File: src/rtl/rr_arbiter_param.sv
// Parameterised round-robin / fixed-priority arbiter with registered one-hot grant,
// optional tenure limit and a one-cycle timeout pulse on forced release.
module rr_arbiter_param #(
    parameter  int N        = 32,
    parameter  int MAX_HOLD = 16,
    localparam int IDX_W    = $clog2(N)
) (
    input  logic             clk,
    input  logic             rst_n,
    input  logic [N-1:0]     req,
    input  logic             ack,
    input  logic             mode,
    output logic [N-1:0]     grant,
    output logic             grant_valid,
    output logic [IDX_W-1:0] grant_idx,
    output logic             timeout
);

    localparam int CNT_W = (MAX_HOLD > 1) ? $clog2(MAX_HOLD) : 1;
    localparam logic [CNT_W-1:0] HOLD_LAST = CNT_W'((MAX_HOLD > 0) ? MAX_HOLD - 1 : 0);

    localparam logic [0:0] S_IDLE = 1'b0;
    localparam logic [0:0] S_BUSY = 1'b1;

    logic [0:0]       state_q, state_d;
    logic [N-1:0]     grant_q, grant_d;
    logic [IDX_W-1:0] idx_q, idx_d;
    logic [IDX_W-1:0] ptr_q, ptr_d;
    logic [CNT_W-1:0] hold_q, hold_d;
    logic             timeout_q, timeout_d;

    logic [N-1:0]     rr_mask;
    logic [N-1:0]     rr_req;
    logic [N-1:0]     pick_vec;
    logic [IDX_W-1:0] winner;
    logic             holder_req;
    logic             expire;

    // Requesters at or above the pointer; if none of them ask, the search wraps to index 0.
    generate
        for (genvar gi = 0; gi < N; gi++) begin : g_mask
            assign rr_mask[gi] = (IDX_W'(gi) >= ptr_q);
        end
    endgenerate

    assign rr_req = req & rr_mask;

    always_comb begin
        pick_vec = req;
        if (!mode && (|rr_req)) begin
            pick_vec = rr_req;
        end
    end

    always_comb begin
        winner = '0;
        for (int i = N - 1; i >= 0; i--) begin
            if (pick_vec[i]) begin
                winner = IDX_W'(i);
            end
        end
    end

    assign holder_req = |(req & grant_q);
    assign expire     = (MAX_HOLD != 0) && (hold_q == HOLD_LAST);

    always_comb begin
        state_d   = state_q;
        grant_d   = grant_q;
        idx_d     = idx_q;
        ptr_d     = ptr_q;
        hold_d    = hold_q;
        timeout_d = 1'b0;
        case (state_q)
            S_IDLE: begin
                if (|req) begin
                    state_d = S_BUSY;
                    grant_d = {{(N-1){1'b0}}, 1'b1} << winner;
                    idx_d   = winner;
                    ptr_d   = (winner == IDX_W'(N - 1)) ? '0 : winner + IDX_W'(1);
                    hold_d  = '0;
                end
            end
            S_BUSY: begin
                if (ack || !holder_req || expire) begin
                    state_d   = S_IDLE;
                    grant_d   = '0;
                    idx_d     = '0;
                    hold_d    = '0;
                    // Only a pure expiry counts as forced; a coincident ack or drop is a normal release.
                    timeout_d = expire && !ack && holder_req;
                end else if (MAX_HOLD != 0) begin
                    hold_d = hold_q + CNT_W'(1);
                end
            end
            default: begin
                state_d = S_IDLE;
                grant_d = '0;
                idx_d   = '0;
                hold_d  = '0;
            end
        endcase
    end

    always_ff @(posedge clk or negedge rst_n) begin
        if (!rst_n) begin
            state_q   <= S_IDLE;
            grant_q   <= '0;
            idx_q     <= '0;
            ptr_q     <= '0;
            hold_q    <= '0;
            timeout_q <= 1'b0;
        end else begin
            state_q   <= state_d;
            grant_q   <= grant_d;
            idx_q     <= idx_d;
            ptr_q     <= ptr_d;
            hold_q    <= hold_d;
            timeout_q <= timeout_d;
        end
    end

    assign grant       = grant_q;
    assign grant_valid = (state_q == S_BUSY);
    assign grant_idx   = idx_q;
    assign timeout     = timeout_q;

endmodule
File: config.mk
export PLATFORM = sky130hd
export DESIGN_NAME = rr_arbiter_param
export DESIGN_NICKNAME = d
export VERILOG_FILES = /design/src/rtl/rr_arbiter_param.sv
export SDC_FILE = /design/constraint.sdc
export NUM_CORES = 1
export LEC_CHECK = 0
export ABC_AREA = 1
export BUFFER_PORTS_ARGS = -buffer_cell sky130_fd_sc_hd__clkbuf_2
export CORE_ASPECT_RATIO = 1.5
export CORE_UTILIZATION = 45
export DETAILED_ROUTE_END_ITERATION = 7
export PLACE_DENSITY = 0.74
export SLEW_MARGIN = 20
export SYNTH_ARGS = -nofsm -noshare
export SYNTH_HDL_FRONTEND = slang
export SYNTH_SLANG_ARGS = --single-unit
File: constraint.sdc
create_clock -name clk -period 4.2 [get_ports clk]
set_clock_uncertainty 0.2 [all_clocks]
set_input_delay 0.63 -clock clk [delete_from_list [all_inputs] [get_ports clk]]
set_output_delay 0.63 -clock clk [all_outputs]
set_load 0.01 [all_outputs]
==> results of run 1 <==
## flip-flops by register name, indices dropped and copies added (netlist names)
register	count
hold_q	4
timeout	1
grant_valid	1
grant	32
grant_idx	5
ptr_q	5
## metal layers
metal  track usage [%]  routed length [um]  vias to the layer above
met2             52.47                6463                      250
li1                  -                   -                     1994
met4             21.43                1147                        0
met1             38.28                4914                     2005
met3             3.464                 840                       76
met5                 0                   0                        -
## cell families after synthesis
kind of cell	Yosys count
xor gates and xnor gates	1
DFF	48
buffers and inverters	87
AOI/OAI and AO/OA	102
and+or+nand+nor	260
adders and majority gates	7
## worst reg2reg max path: cells and delay by family, from the launching register on
family | cells | cell delay, ns
buffers and inverters | 6 | 0.78
AO/OA/AOI/OAI | 2 | 0.27
flip-flops | 1 | 0.42
AND/OR/NAND/NOR | 17 | 2.52
## where the power goes
group          internal (mW)  total (mW)  switching [mW]
Combinational          0.377       0.942           0.566
Sequential             0.510       0.562          0.0525
Clock                  0.118       0.284           0.166
## worst max path at each step
stage                                 to  cells past startpoint  slack, ns                  from
floorplan           ptr_q[4]$_DFFE_PN0P_                     49       0.27               req[13]
global placement    ptr_q[4]$_DFFE_PN0P_                     47      -0.26  ptr_q[3]$_DFFE_PN0P_
detailed placement  ptr_q[4]$_DFFE_PN0P_                     48      -0.34  ptr_q[3]$_DFFE_PN0P_
CTS                 ptr_q[4]$_DFFE_PN0P_                     48     -0.002  ptr_q[3]$_DFFE_PN0P_
global route        ptr_q[3]$_DFFE_PN0P_                     50      -0.44  ptr_q[2]$_DFFE_PN0P_
finish              grant[8]$_DFFE_PN0P_                     25      -0.15  ptr_q[2]$_DFFE_PN0P_
## area by class of cell
type / count / area, um^2 / area share [%]
clock buffer: 5 / 68.82 / 1.360
clock inverter: 3 / 23.77 / 0.4698
inverter: 72 / 274.0 / 5.415
multi-input combinational: 370 / 2205 / 43.57
sequential: 48 / 1206 / 23.84
tap: 100 / 125.1 / 2.473
timing repair buffer: 172 / 1157 / 22.87
## stage by stage
stage          cell area (um^2)  setup TNS [ns]  hold WS, ns
4_1_cts                    4527       -0.001575      0.04583
3_3_place_gp               4357          -5.198       0.2562
3_5_place_dp               4357          -7.107       0.2609
2_1_floorplan              3349               0       0.1344
6_report                   5060          -2.085      0.03784
5_1_grt                    5060          -13.18      0.06722
## cells in the final DEF, fill, tap and decap left out, types with 14 or more instances in the layout
cell type and n:
inv_1 59, o21ai_2 18, nand3_4 14, nand2_1 153, nand3_1 21, clkbuf_2 75
dfrtp_1 44, o21ai_0 28, nor2_1 36, buf_4 88, o21ai_1 17
## what timing repair did
item / in CTS / in global routing
pin swaps: 4 / 18
gates resized for setup: 16 / 104
endpoints found under the setup margin: 37 / 38
hold buffers: 0 / 0
setup buffers: 5 / 13
==> metrics.txt, run 1 <==
status complete, but fails checks; failing checks setup timing; max cap viols 0; P_leak 2.556 nW; largest net degree at the start of global routing 33; worst-skew pair later-pin latency 0.32 ns; worst r2r path cells 25; Compound-Gate Fraction of Synth Area 17.33%; HPWL after DPL 9689 um; Final Util 70.01%; final wirelength 13,370 um; clk buf depth 2; endpoints failing setup 27; ys flop type dfrtp_1; CP Buf/Inv Count 6; area share of the largest cell type after synthesis 35.86%; Post-synth EDFFs 0; Cells after DPL 744; top cells by area, synth dfrtp_1, nand2_1, o21ai_0; most common cell in the netlist nand2_1; yosys synthesis warning count 0; final net count 712; final antenna-violating net count 0; PD cells 353.6 nW/um^2; simple-gate share of the synthesized area 32.84%; GR Overflow Total 0; Final Non-Filler Cells 770; Avg Inst Size Synth 6.633 um^2; min Tclk post-route 4.348 ns; flop2flop setup slack -0.15 ns; row count 38; Die W 72.44 um; Die Span Y 107.7 um; drt first pass iters 6; Crit path max-delay family simple AND/OR/NAND/NOR gates; Crit path largest cell delay 0.61 ns; IO Count 75; WP data required 4.15 ns; wire per inst 17.36 um; Gate Count Post-Synth 505; Synth-to-Final Area Change 51.06%; DIE AREA 7799 um^2; # fillers 598; Post-synth top cells nand2_1, inv_1, o21ai_0; crit share post-route 103.5%; total power 1.789 mW; CP most frequent cell nand2_1; DRC 0; Vias 4,325; Pins Over Slew Limit 0; Yosys reg bits 48; DR iter-0 viols 521; RePlAce Congestion 1.008; H-tree levels 2; critical path class register to register; Core ar. 7227 um^2; Place WS -0.3418 ns; Slew HR 48.54%; Clock Root Buffer clkbuf_8; Crit. End Element register; FMAX 0.2300 GHz; Critical Path Fanout Max 16; post-synthesis sequential area ratio 35.86%; Clock Sinks 48; Post-Synthesis Cell Area 3349 um^2; largest family of logic cells by synthesized area simple AND/OR/NAND/NOR gates; cell taking the most area after synthesis dfrtp_1; Worst-path clk slew 0.10 ns; post-synth net total 548; Hold Path Class primary input to async pin; Post-Synth Adder-Cell Area 2.615%; Worst R2R End grant[8]$_DFFE_PN0P_; number of global-route vias before repair 3,799; worst endpoint data arrival time 4.30 ns; Async S/R FF share, synth 100.0%; CTS tree done; Slowest cell on crit path nand2_1; XOR/XNOR Fraction of Synth Area 0.2615%; initial antenna violation count 0; Setup WS post-layout -0.1480 ns; unrepaired setup endpoints after global routing yes; TritonCTS Buffers 5; Tightest Pin Transition 0.7700 ns; Total Routing Usage GR 31.76%; r2r startpoint ptr_q[2]$_DFFE_PN0P_; first-pass GRT wire length 18,460 um; Starting Density 46.35%; DR vias/cell 5.617; Unique masters post-synth 35; Port-buffer cells 74; startpoint types register; mux share of post-synthesis cell area 0%; ANT cells 0; Hold Vio Cnt, Final 0; share of cells above drive strength 1 39.40%; Max rail drop VDD 0.3824 mV
Power figures use the tool's default switching activity.
==> run 2, diff against run 1 <==
==> constraint.sdc (replaced) <==
create_clock -name clk -period 4.2 [get_ports clk]
set_clock_uncertainty 0.2 [all_clocks]
set_input_delay 0.84 -clock clk [delete_from_list [all_inputs] [get_ports clk]]
set_output_delay 0.84 -clock clk [all_outputs]
set_load 0.01 [all_outputs]
==> metrics.txt, run 2 (synthesis results as in run 1) <==
status complete, but fails checks; failing checks setup timing; row count 38; # fillers 569; critical path class register to register; Post-CTS Hold Fix Bufs 0; Comb power frac 52.3%; Pins Over Slew Limit 0; Crit path largest cell delay 0.48 ns; DR iter-0 viols 395; Clock Sinks 48; DR vias/cell 5.538; Max rail drop VDD 0.4145 mV; ANT cells 0; Hold Path Class primary input to async pin; area of all sequential standard cells 1206 um^2; GR Overflow Total 0; DIE AREA 7799 um^2; power share of the clock group 18.6%; multi-input logic area 2195 um^2; RePlAce Congestion 1.015; Critical Path Fanout Max 6; commonest non-fill, non-tap cell in the layout nand2_1; Setup WS post-layout -0.06569 ns; Place WS -0.3722 ns; CTS tree done; drt first pass iters 6; Die Span Y 107.7 um; Sequential Power Share 29.1%; Hold Vio Cnt, Final 0; number of global-route vias before repair 3,954; max reg flops 32; crit share post-route 101.6%; Total Routing Usage GR 31.99%; initial antenna violation count 0; final wirelength 13,170 um; Switching Share 40.97%; Final Non-Filler Cells 781; Clock Root Buffer clkbuf_8; first-pass GRT wire length 18,680 um; share of cells above drive strength 1 41.12%; Worst-path clk slew 0.09 ns; largest net degree at the start of global routing 30; Die W 72.44 um; max cap viols 0; Vias 4,325; Starting Density 46.35%; area post-placement 4379 um^2; internal power 1.152 mW; P_sw 0.7992 mW; WP data required 4.24 ns; most frequent cells in the layout nand2_1, buf_4, clkbuf_2; Port-buffer cells 74; FMAX 0.2344 GHz; H-tree levels 2; TritonCTS Buffers 5; final antenna-violating net count 0; clk buf depth 2; P_leak 2.629 nW; min Tclk post-route 4.266 ns; worst endpoint data arrival time 4.31 ns; Final Util 71.36%; startpoint types register; setup TNS -0.4082 ns; PD cells 378.3 nW/um^2; IO Count 75; final net count 723; Final Hold Slack 0.2702 ns; Slew HR 51.70%; Synth-to-Final Area Change 53.98%; worst-skew pair later-pin latency 0.32 ns; Slowest cell on crit path dfrtp_2; total power 1.951 mW; DRC 0; Final Cell Area 5157 um^2; Core ar. 7227 um^2; HPWL after DPL 9617 um; endpoints failing setup 11; unrepaired setup endpoints after global routing yes; wire per inst 16.86 um; Crit. End Element register; CP most frequent cell nand2_1; Tightest Pin Transition 0.7228 ns; Cells after DPL 747
## run 2: cell types whose count changed in the layout (fill, tap and decap cells not counted), sizes merged
cell      change
buf          +11
clkinv        -1
clkbuf        +2
bufinv        +1
clkinvlp      -2
## run 2: critical path: cells and delay by family (launching register included)
family	cells	cell delay, ns
simple gates	36	2.06
buf+inv	6	0.79
flops	1	0.48
compound gates	3	0.44
fa+ha+maj	1	0.21
## run 2: timing repair
item	CTS	global route
buffers inserted	8	19
pin swaps	4	21
gates resized for setup	25	101
endpoints found under the setup margin	37	38
## run 2: routing by layer
metal | vias to the layer above | track usage (%) | wire, um | share of wire [%]
li1 | 2009 | - | - | -
met1 | 2037 | 37.93 | 4878 | 37
met2 | 217 | 52.67 | 6611 | 50
met3 | 62 | 3.652 | 777 | 5.9
met4 | 0 | 23.25 | 898 | 6.8
met5 | - | 0 | 0 | 0
## run 2: worst paths after layout
path                                     startpoint                  endpoint  slack [ns]  depth (start not counted)
setup / recovery               ptr_q[2]$_DFFE_PN0P_      grant[2]$_DFFE_PN0P_       -0.07                         46
min in group clk           grant_idx[4]$_DFFE_PN0P_  grant_idx[4]$_DFFE_PN0P_        0.28                          2
hold / removal                                rst_n      grant[5]$_DFFE_PN0P_        0.27                          1
max in group asynchronous                     rst_n  grant_idx[4]$_DFFE_PN0P_        2.77                          2
hold reg to reg            grant_idx[4]$_DFFE_PN0P_  grant_idx[4]$_DFFE_PN0P_        0.28                          2
setup reg to reg               ptr_q[2]$_DFFE_PN0P_      grant[2]$_DFFE_PN0P_       -0.07                         46
## run 2: power by group through the flow
stage / clock network, mW / registers, mW / logic, mW
2_1_floorplan: 0 / 0.561 / 0.359
5_1_grt: 0.380 / 0.574 / 1.08
4_1_cts: 0.367 / 0.561 / 0.747
6_report: 0.363 / 0.568 / 1.02
3_5_place_dp: 0 / 0.583 / 0.655
3_3_place_gp: 0 / 0.581 / 0.645
## run 2: area by class of cell
type / count / share of cell area (%)
Clock buffer: 7 / 1.868
Clock inverter: 1 / 0.5822
Inverter: 72 / 5.313
Multi-Input combinational cell: 370 / 42.55
Sequential cell: 48 / 23.39
Tap cell: 100 / 2.426
Timing Repair Buffer: 183 / 23.87
==> run 3, diff against run 2 <==
HOLD_SLACK_MARGIN = 0.02   (was unset)
SETUP_SLACK_MARGIN = 0.02   (was unset)
clock period = 4.5 ns   (was 4.2 ns; I/O delays follow)
==> metrics.txt, run 3 (synthesis results as in run 1) <==
DRC 0; # fillers 692; Critical Path Fanout Max 8; P_leak 2.268 nW; unrepaired setup endpoints after global routing yes; Tightest Pin Transition 0.6603 ns; first-pass GRT wire length 17,410 um; area post-placement 4019 um^2; Core ar. 7227 um^2; Clock Sinks 48; Clock Root Buffer clkbuf_8; max cap viols 0; Worst-path clk slew 0.09 ns; PD cells 352.4 nW/um^2; CTS tree done; Hold Vio Cnt, Final 0; wire per inst 16.08 um; Die Span Y 107.7 um; H-tree levels 2; number of global-route vias before repair 3,542; CP most frequent cell nand2_1; TritonCTS Buffers 5; min Tclk post-route 4.259 ns; Max rail drop VDD 0.3389 mV; Pins Over Slew Limit 0; RePlAce Congestion 0.9937; Crit path largest cell delay 0.54 ns; Starting Density 46.35%; Die W 72.44 um; IO Count 75; Vias 3,863; crit share post-route 94.64%; endpoints failing setup 0; final antenna-violating net count 0; Slew HR 55.88%; Final Cell Area 4431 um^2; total power 1.561 mW; Port-buffer cells 74; final net count 656; CP Launch Point ptr_q[3]$_DFFE_PN0P_; Slowest cell on crit path dfrtp_2; critical path class register to register; Synth-to-Final Area Change 32.27%; most frequent cells in the layout nand2_1, clkbuf_2, inv_1; WP data required 4.49 ns; status finished, final reports clean; DR vias/cell 5.410; GR Overflow Total 0; Final Util 61.31%; worst-skew pair later-pin latency 0.32 ns; Crit. End Element register; r2r startpoint ptr_q[3]$_DFFE_PN0P_; final wirelength 11,480 um; Final Non-Filler Cells 714; HPWL after DPL 9037 um; FMAX 0.2348 GHz; row count 38; share of cells above drive strength 1 29.80%; Total Routing Usage GR 29.79%; initial antenna violation count 0; drt first pass iters 5; Post-CTS Hold Fix Bufs 0; max reg flops 32; worst endpoint data arrival time 4.24 ns; Hold Path Class register to register; Cells after DPL 699; startpoint types register; ANT cells 0; DIE AREA 7799 um^2; commonest non-fill, non-tap cell in the layout nand2_1; clk buf depth 2; hold path startpoint grant_idx[4]$_DFFE_PN0P_; largest net degree at the start of global routing 49; DR iter-0 viols 378
[run 3: cell count changes in the layout (fill, tap and decap cells not counted), moves of 6 or more]
| cell | change |
|---|---|
| nand3_4 | -10 |
| buf_6 | -7 |
| o21ai_2 | -9 |
| nand2_1 | +6 |
| buf_4 | -60 |
| o21ai_0 | +6 |
| nand3_1 | +8 |
[run 3: path summary, 6_finish.rpt]
kind / slack [ns] / endpoint / cells past startpoint
max in group asynchronous: 3.20 / ptr_q[1]$_DFFE_PN0P_ / 2
min in group asynchronous: 0.45 / grant_idx[3]$_DFFE_PN0P_ / 2
worst min-delay path: 0.28 / grant_idx[4]$_DFFE_PN0P_ / 2
worst min register to register: 0.28 / grant_idx[4]$_DFFE_PN0P_ / 2
worst max-delay path: 0.24 / ptr_q[4]$_DFFE_PN0P_ / 28
worst max register to register: 0.24 / ptr_q[4]$_DFFE_PN0P_ / 28
[run 3: through the flow]
stage | TNS, ns | hold WS, ns | worst slack [ns]
2_1_floorplan | 0 | 0.2874 | 0.3027
3_3_place_gp | -0.1774 | 0.2577 | -0.06852
3_5_place_dp | -0.5354 | 0.2640 | -0.1428
4_1_cts | 0 | 0.2855 | 0.02978
5_1_grt | -1.636 | 0.3405 | -0.1608
6_report | 0 | 0.2792 | 0.2412
[run 3: layer usage]
metal | wire length (um) | GRT usage, % | vias to the layer above
li1 | - | - | 1868
met1 | 4534 | 36.63 | 1797
met2 | 5904 | 50.13 | 166
met3 | 550 | 3.933 | 32
met4 | 493 | 15.55 | 0
met5 | 0 | 0 | -
[run 3: where the power goes]
| part | internal [mW] | switching (mW) |
|---|---|---|
| clock | 0.224 | 0.155 |
| sequential | 0.476 | 0.0553 |
| combinational | 0.224 | 0.427 |
| total | 0.924 | 0.637 |
[run 3: final cells by class]
type,instances,area (um^2),share of cell area [%]
Multi-Input combinational cell,370,1989,44.90
Sequential cell,48,1206,27.22
Timing Repair Buffer,116,699.4,15.79
Inverter,72,272.8,6.156
Tap cell,100,125.1,2.824
Clock buffer,5,68.82,1.553
Clock inverter,3,68.82,1.553
[run 3: critical path: cells and delay by family, from the launching register on]
family                     cells  cell delay, ns
adders and majority gates      2            0.38
and+or+nand+nor               16            1.48
DFF                            1            0.54
buffers and inverters          3            0.36
AOI/OAI and AO/OA              7            1.16
[run 3: timing repair]
action / in CTS / in global routing
endpoints found under the setup margin: 0 / 37
resized for setup: 0 / 72
setup buffers: 0 / 7
